[config.mk]
export PLATFORM = sky130hd
export DESIGN_NAME = mem_access_unit
export DESIGN_NICKNAME = d
export VERILOG_FILES = /design/src/rtl/mem_access_unit.sv
export SDC_FILE = /design/constraint.sdc
export NUM_CORES = 1
export LEC_CHECK = 0
export CORE_MARGIN = 1.5
export CORE_UTILIZATION = 30
export DETAILED_ROUTE_END_ITERATION = 8
export GPL_ROUTABILITY_DRIVEN = 0
export PLACE_DENSITY = 0.6
export SLEW_MARGIN = 20
export SYNTH_ARGS = -nofsm -noshare
export SYNTH_HDL_FRONTEND = slang
export SYNTH_SLANG_ARGS = --single-unit
[constraint.sdc]
create_clock -name clk -period 5.6 [get_ports clk]
set_input_delay 0.56 -clock clk [delete_from_list [all_inputs] [get_ports clk]]
set_output_delay 0.56 -clock clk [all_outputs]
set_load 0.005 [all_outputs]
[src/rtl/mem_access_unit.sv]
// mem_access_unit: memory-stage load/store sequencer in front of the MMU data port.
// Builds the bus request, runs the addr_ok/data_ok handshake with one access in flight,
// extends load data and hands the result to writeback.
// Build option: define MEM_UNALIGNED_EXC_EN to raise AdEL/AdES on misaligned accesses;
// without it, misaligned addresses are forced aligned and the exc_* outputs stay 0.

package mem_access_pkg;
    localparam int MAU_ADDR_W = 32;
    localparam int MAU_DATA_W = 32;

    typedef enum logic [2:0] {
        MSIZE1 = 3'd0,
        MSIZE2 = 3'd1,
        MSIZE4 = 3'd2
    } msize_t;

    typedef struct packed {
        logic                      valid;
        logic [MAU_ADDR_W-1:0]     addr;
        msize_t                    size;
        logic [MAU_DATA_W/8-1:0]   strobe;
        logic [MAU_DATA_W-1:0]     data;
    } dbus_req_t;

    typedef struct packed {
        logic                      addr_ok;
        logic                      data_ok;
        logic [MAU_DATA_W-1:0]     data;
    } dbus_resp_t;
endpackage

module mem_access_unit
    import mem_access_pkg::*;
#(
    parameter int ADDR_W = MAU_ADDR_W,
    parameter int DATA_W = MAU_DATA_W
) (
    input  logic              clk,
    input  logic              resetn,
    input  logic              in_valid,
    input  logic              in_store,
    input  logic [2:0]        in_funct,
    input  logic [ADDR_W-1:0] in_addr,
    input  logic [DATA_W-1:0] in_wdata,
    input  logic [4:0]        in_rd,
    input  logic              flush,
    output dbus_req_t         dreq,
    input  dbus_resp_t        dresp,
    output logic              stall,
    output logic              wb_valid,
    output logic [4:0]        wb_rd,
    output logic [DATA_W-1:0] wb_data,
    output logic              exc_valid,
    output logic              exc_store,
    output logic [ADDR_W-1:0] exc_badvaddr
);

    // state  | meaning
    // S_IDLE | no access in flight; accepts a new op from EX
    // S_REQ  | request on the bus, waiting for addr_ok
    // S_WAIT | address accepted, waiting for data_ok
    // S_DROP | flushed access still draining; result discarded
    typedef enum logic [1:0] {S_IDLE, S_REQ, S_WAIT, S_DROP} state_t;

    state_t            state_q, state_d;
    dbus_req_t         req_q, req_d, req_new;
    logic              store_q, store_d;
    logic [2:0]        funct_q, funct_d;
    logic [4:0]        rd_q, rd_d;
    logic              wb_valid_q, wb_valid_d;
    logic [4:0]        wb_rd_q, wb_rd_d;
    logic [DATA_W-1:0] wb_data_q, wb_data_d;
    logic              done;
    logic              exc_block;
    logic              exc_take;
    logic [7:0]        ld_byte;
    logic [15:0]       ld_half;
    logic [DATA_W-1:0] load_ext;

`ifdef MEM_UNALIGNED_EXC_EN
    logic              misaligned;
    logic              exc_valid_q, exc_valid_d;
    logic              exc_store_q, exc_store_d;
    logic [ADDR_W-1:0] exc_badvaddr_q, exc_badvaddr_d;

    assign misaligned = (in_funct[1:0] == 2'b01) ? in_addr[0]
                      : ((in_funct[1:0] != 2'b00) && (|in_addr[1:0]));
    // While the exception pulse is out, the faulting op is still presented; don't retake it.
    assign exc_block  = exc_valid_q;
    assign exc_take   = misaligned;
`else
    assign exc_block  = 1'b0;
    assign exc_take   = 1'b0;
`endif

    // Encode the EX op as a bus request: size, aligned address, lane strobes, replicated data
    always_comb begin
        req_new       = '0;
        req_new.valid = 1'b1;
        req_new.addr  = in_addr;
        case (in_funct[1:0])
            2'b00: begin
                req_new.size   = MSIZE1;
                req_new.data   = {4{in_wdata[7:0]}};
                req_new.strobe = 4'b0001 << in_addr[1:0];
            end
            2'b01: begin
                req_new.size    = MSIZE2;
                req_new.addr[0] = 1'b0;
                req_new.data    = {2{in_wdata[15:0]}};
                req_new.strobe  = 4'b0011 << {in_addr[1], 1'b0};
            end
            default: begin
                req_new.size      = MSIZE4;
                req_new.addr[1:0] = 2'b00;
                req_new.data      = in_wdata;
                req_new.strobe    = 4'b1111;
            end
        endcase
        if (!in_store) begin
            req_new.strobe = 4'b0000;
        end
    end

    // Select the addressed byte/half of the response and sign- or zero-extend it
    always_comb begin
        case (req_q.addr[1:0])
            2'd0:    ld_byte = dresp.data[7:0];
            2'd1:    ld_byte = dresp.data[15:8];
            2'd2:    ld_byte = dresp.data[23:16];
            default: ld_byte = dresp.data[31:24];
        endcase
        ld_half = req_q.addr[1] ? dresp.data[31:16] : dresp.data[15:0];
        case (funct_q[1:0])
            2'b00:   load_ext = funct_q[2] ? {24'b0, ld_byte} : {{24{ld_byte[7]}}, ld_byte};
            2'b01:   load_ext = funct_q[2] ? {16'b0, ld_half} : {{16{ld_half[15]}}, ld_half};
            default: load_ext = dresp.data;
        endcase
    end

    // Sequencer next state, stall and writeback capture
    always_comb begin
        state_d    = state_q;
        req_d      = req_q;
        store_d    = store_q;
        funct_d    = funct_q;
        rd_d       = rd_q;
        wb_valid_d = 1'b0;
        wb_rd_d    = wb_rd_q;
        wb_data_d  = wb_data_q;
        stall      = 1'b0;
`ifdef MEM_UNALIGNED_EXC_EN
        exc_valid_d    = 1'b0;
        exc_store_d    = exc_store_q;
        exc_badvaddr_d = exc_badvaddr_q;
`endif
        // data_ok can only follow (or coincide with) addr_ok, so once valid has dropped
        // a bare data_ok finishes the access.
        done = (state_q != S_IDLE) && dresp.data_ok && (dresp.addr_ok || !req_q.valid);

        if (req_q.valid && dresp.addr_ok) begin
            req_d.valid = 1'b0;
        end

        case (state_q)
            S_IDLE: begin
                if (in_valid && !flush && !exc_block) begin
                    stall = 1'b1;
                    if (exc_take) begin
`ifdef MEM_UNALIGNED_EXC_EN
                        exc_valid_d    = 1'b1;
                        exc_store_d    = in_store;
                        exc_badvaddr_d = in_addr;
`endif
                    end else begin
                        req_d   = req_new;
                        store_d = in_store;
                        funct_d = in_funct;
                        rd_d    = in_rd;
                        state_d = S_REQ;
                    end
                end
            end
            S_REQ, S_WAIT: begin
                stall = !done;
                if (done) begin
                    state_d    = S_IDLE;
                    wb_valid_d = !flush;
                end else if (flush) begin
                    state_d = S_DROP;
                end else if (dresp.addr_ok) begin
                    state_d = S_WAIT;
                end
            end
            S_DROP: begin
                stall = !done;
                if (done) begin
                    state_d = S_IDLE;
                end
            end
            default: state_d = S_IDLE;
        endcase

        if (wb_valid_d) begin
            wb_rd_d   = store_q ? 5'd0 : rd_q;
            wb_data_d = store_q ? '0 : load_ext;
        end
    end

    // State and output registers, synchronous active-low reset
    always_ff @(posedge clk) begin
        if (!resetn) begin
            state_q    <= S_IDLE;
            req_q      <= '0;
            store_q    <= 1'b0;
            funct_q    <= 3'b000;
            rd_q       <= 5'd0;
            wb_valid_q <= 1'b0;
            wb_rd_q    <= 5'd0;
            wb_data_q  <= '0;
        end else begin
            state_q    <= state_d;
            req_q      <= req_d;
            store_q    <= store_d;
            funct_q    <= funct_d;
            rd_q       <= rd_d;
            wb_valid_q <= wb_valid_d;
            wb_rd_q    <= wb_rd_d;
            wb_data_q  <= wb_data_d;
        end
    end

`ifdef MEM_UNALIGNED_EXC_EN
    // Address-error pulse registers
    always_ff @(posedge clk) begin
        if (!resetn) begin
            exc_valid_q    <= 1'b0;
            exc_store_q    <= 1'b0;
            exc_badvaddr_q <= '0;
        end else begin
            exc_valid_q    <= exc_valid_d;
            exc_store_q    <= exc_store_d;
            exc_badvaddr_q <= exc_badvaddr_d;
        end
    end

    assign exc_valid    = exc_valid_q;
    assign exc_store    = exc_store_q;
    assign exc_badvaddr = exc_badvaddr_q;
`else
    assign exc_valid    = 1'b0;
    assign exc_store    = 1'b0;
    assign exc_badvaddr = '0;
`endif

    assign dreq     = req_q;
    assign wb_valid = wb_valid_q;
    assign wb_rd    = wb_rd_q;
    assign wb_data  = wb_data_q;

endmodule

### Yosys cells after proc, flatten, opt, wreduce, memory -nomap -nowiden

Index checks and enable logic that the tools add are counted.

* bits in registers: 121
* bits of input ports: 111
* output and inout bits: 145

* equality and inequality tests: 10
* shift operators: 2
* muxes and demuxes: 24
* reduce and logical (&&, ||, !) cells: 18

Operators by type and width (number)
* 72-bit 2-to-1 mux: 2
* 32-bit 2-to-1 mux: 3
* 38-bit case mux with 2 select lines: 1
* 32-bit case mux with 2 select lines: 1
* 8-bit case mux with 3 select lines: 1
* 16-bit 2-to-1 mux: 1
* 2-bit 2-to-1 mux: 5
* 2-bit by 1-bit equality test with 1-bit output, second input constant: 4
* 2-bit zero test: 4
* 2-bit equality test, second input constant: 3
* 1-bit 2-to-1 mux: 6
* 2-bit case mux with 3 select lines: 1
* 5-bit 2-to-1 mux: 1
* 1-bit logical AND: 4
* 4-bit 2-to-1 mux: 1
* 2-bit != test, second input constant: 2
* 4-bit != test, second input constant: 1
* 2-bit OR reduction: 2
* 1-bit by 2-bit << shifter with 4-bit output, first input constant: 1
* 2-bit by 2-bit << shifter with 4-bit output, first input constant: 1
* 1-bit zero test: 3
* 3-bit AND reduction: 1
* 3-bit OR reduction: 1
* 1-bit case mux with 2 select lines: 1
* 3 further kinds: 3

### Depth between registers and ports, before layout

* depth in word-level cells: 5
* depth in mapped cells: 9
* gate-level depth less buffers: 6

### Least setup slack after synthesis

No wires, ideal clock.

* path kind: register to register
* from: reg state_q[0]
* to: reg wb_data_q[21] (netlist: wb_data[21])
* arrival time: 1831 ps
* data required time: 5478 ps
* path slack: 3647 ps
* cell stages (with the launch flop): 10
* buffers on the path: 3
* clock period less this slack: 1953 ps
* cell sequence: dfxtp_1 > inv_1 > ha_1 > nor4bb_1 > and3_1 > buf_6 > and2_1 > buf_6 > buf_6 > a221o_1

* longest elaborated chain between the ends: 5
* elaborated cells between the ends (all ways): 8
* those cells by class: eq/ne (2); mux (2); reduce/logical (4)

Ends and longest elaborated chain
* start, declared: line 65 `state_t state_q, state_d;`
* start signal, assigned: line 222 `state_q <= state_d;`
* 2-bit nonzero test: line 159 `done = (state_q != S_IDLE) && dresp.data_ok && (dresp.addr_ok || !req_q.valid);`
* 1-bit logical AND (2 in a row): line 159
* 1-bit 2-to-1 mux: line 186 `if (done) begin`
* 1-bit 2-to-1 mux (*): line 165 `case (state_q)`
* end signal, assigned: line 229 `wb_data_q <= wb_data_d;`
* end, declared: line 72 `logic [DATA_W-1:0] wb_data_q, wb_data_d;`

Every way passes the cells marked *; elsewhere a longest branch is shown, timed or not.
A chain may end at the register's enable or synchronous reset.

### Final worst setup path

* from: reg state_q[1]
* to: out stall

* longest elaborated chain between the ends: 5
* elaborated cells between the ends (all ways): 10
* those cells by class: eq/ne (3); mux (1); reduce/logical (6)

Ends and longest elaborated chain
* 2-bit nonzero test: line 159
* 1-bit logical AND (2 in a row): line 159
* 1-bit zero test: line 185, 196
* 1-bit case mux with 2 select lines (*): line 165
* end, declared: line 49 `output logic stall,`

Marks and branches as above.

==> flow_metrics.tcl <==
set metrics [dict create \
    status "finished clean" \
    cts_hold_buffers 0 \
    cts_tree "built" \
    ant_nets 0 \
    grt_overflow 0 \
    route.vias.total 5083 \
    grt_pass1_vias 4736 \
    die_w_um 136 \
    power_density_mw_per_mm2 299 \
    yosys-top-cells-area "dfxtp_1 (45%), nand2_1 (11%), a21oi_1 (7.3%)" \
    antenna_found_initial 1 \
    max_stage_delay_ns 0.44 \
    fill_cells 1703 \
    port_buffers 220 \
    core-area_mm2 0.0174 \
    mostFrequentLayoutCells "clkdlybuf4s50_1 (220), nand2_1 (156), dfxtp_1 (120)" \
    synth_edf_count 0 \
    syn_area_mm2 0.00533 \
    maxCapViolations 0 \
    num_rows 48 \
    htreeDepth 4 \
    syn_avg_cell_area_um2 8.36 \
    grt_pass1_wl_um 26100 \
    path_buf_inv 2 \
    syn_inst 638 \
    layout_commonest_cell "clkdlybuf4s50_1" \
    wirelength_um 17200 \
    path_cells "inv_1 -> ha_1 -> nor2b_1 -> nand2_1 -> nor2_1 -> a21oi_1 -> clkdlybuf4s50_1" \
    tightest_slew_ns 0.968 \
    clk_pin_slew_ns 0.06 \
    die-area_mm2 0.0186 \
    crit_slowest_cell "clkdlybuf4s50_1" \
    die_h_um 136 \
    finalPower_mw 2.42 \
    wl_per_cell_um 16.0 \
    slew_headroom_pct 35.5 \
    finalSetupViolations 0 \
    yosysSeqAreaShare_pct 45.0 \
    yosysTopAreaCellShare_pct 45.0 \
    fin_crit_sh_pct 47.7 \
    hpwl_um 12000 \
    synthDistinctLibCells 48 \
    cts_setup_buffers 0 \
    clock_skew_ns 0.00860 \
    cts_root_buf "clkbuf_16" \
    pin_count 256 \
    hp-class "reg -> reg" \
    cp.required_ns 5.04 \
    synthArstFlopShare_pct 0 \
    synth_area_leader_cell "dfxtp_1" \
    worstPathArrival_ns 2.11 \
    ys_ff_latch 120 \
    post_route_cells_drive_above_1_share_pct 4.85 \
    clk_path_buf_depth 2 \
    end_kind "output pin" \
    detail_route.first_pass.iterations 4 \
    clk_latency_ns 0.41 \
    crit_fanout 6 \
    cts.sinks 120 \
    synth_warnings 0 \
    start_util_pct 30.7 \
    crit_type "reg -> out" \
    final_nets 947 \
    ctsResizeCount 0 \
    start_kind "flip-flop" \
    slew_viol_final 0 \
    cp_top_family "buffers and inverters" \
    ys.flop_type "dfxtp_1" \
    grt_max_degree 88 \
    vdd_drop_max_mv 0.205 \
    cts_buffers 17 \
    final_hold_viol_count 0 \
    final.setup.tns_ns 0 \
    utilization_pct 46.7 \
    syn_to_final_growth_pct 52.0 \
    fin_crit_ns 2.67 \
    rsz0062_at_grt "no" \
    max_freq_ghz 0.374 \
    grt.total_usage_pct 18.5 \
    drc 0 \
    vias_per_cell 4.74 \
    initialDrtViolationCount 269 \
    p_leak_nw 2.97 \
]
## per-stage QoR
stage	std cells	setup WS [ns]	hold slack, ns	cell area [um^2]
finish	1072	2.93	0.449	8110
global route	1071	2.71	0.468	8110
CTS	1071	2.90	0.449	8110
detailed placement	1039	2.67	0.442	7490
global placement	1039	2.68	0.441	7490
floorplan	672	3.65	0.436	5460
## cell type report
class,instances,area (um^2),area share (%)
timing repair buffer,225,2240,27.6
inverter,6,22.5,0.278
clock buffer,18,439,5.42
multi-input combinational,463,2550,31.4
tap,225,282,3.47
clock inverter,14,173,2.13
sequential,120,2400,29.6
antenna,1,2.50,0.0309
## worst paths after layout
check | from | to | slack (ns) | cells after the start
worst max-delay path | state_q[1] | stall | 2.93 | 7
worst min-delay path | wb_rd[1] | wb_rd[1] | 0.45 | 2
worst max register to register | state_q[1] | wb_data[16] | 2.95 | 6
worst min register to register | wb_rd[1] | wb_rd[1] | 0.45 | 2
## synthesized netlist by cell type (6+ instances only)
master and number:
a211oi_1 14, a21oi_1 78, a221o_1 16, a311oi_1 9, a32o_1 7, buf_2 6, buf_4 35, buf_6 6
clkbuf_1 33, dfxtp_1 120, mux2_1 7, mux2i_1 20, nand2_1 156, nand2b_1 12, nand3b_1 7, nor2_1 28
o21ai_0 16, o21ai_1 7, o221ai_1 7
## per-layer routing
| metal | vias up | routed length [um] | GRT usage [%] |
|---|---|---|---|
| met5 | - | 0 | 0 |
| met2 | 184 | 7850 | 28.1 |
| met4 | 0 | 248 | 7.74 |
| met3 | 15 | 1670 | 8.39 |
| li1 | 2553 | - | - |
| met1 | 2331 | 7390 | 22.6 |
## sequential cells by signal, summed over array words and instances (netlist names)
| name | flops |
|---|---|
| dreq | 71 |
| funct_q | 3 |
| wb_valid | 1 |
| store_q | 1 |
| wb_data | 32 |
| rd_q | 5 |
| wb_rd | 5 |
| state_q | 2 |
## logic make-up after synthesis
logic type / after synthesis / share of synthesized area [%]
simple gates: 226 / 18.3
flops: 120 / 45.0
compound gates: 172 / 20.9
other cells: 1 / 0.0703
fa+ha+maj: 3 / 0.704
buf+inv: 89 / 9.71
mux: 27 / 5.23
## worst register-to-register path: stages, from the launching register on
cell and delay [ns]:
dfxtp_1 0.37, inv_1 0.08, ha_1 0.35, nor4bb_1 0.37
and3_1 0.60, and2_1 0.59, a221o_1 0.24
## power breakdown
group	switching [mW]	total (mW)	internal, mW
registers	0.0289	0.926	0.897
logic	0.167	0.363	0.196
clock network	0.422	1.14	0.714
total	0.618	2.42	1.81
Note: power is estimated with default switching activity, not from simulation.
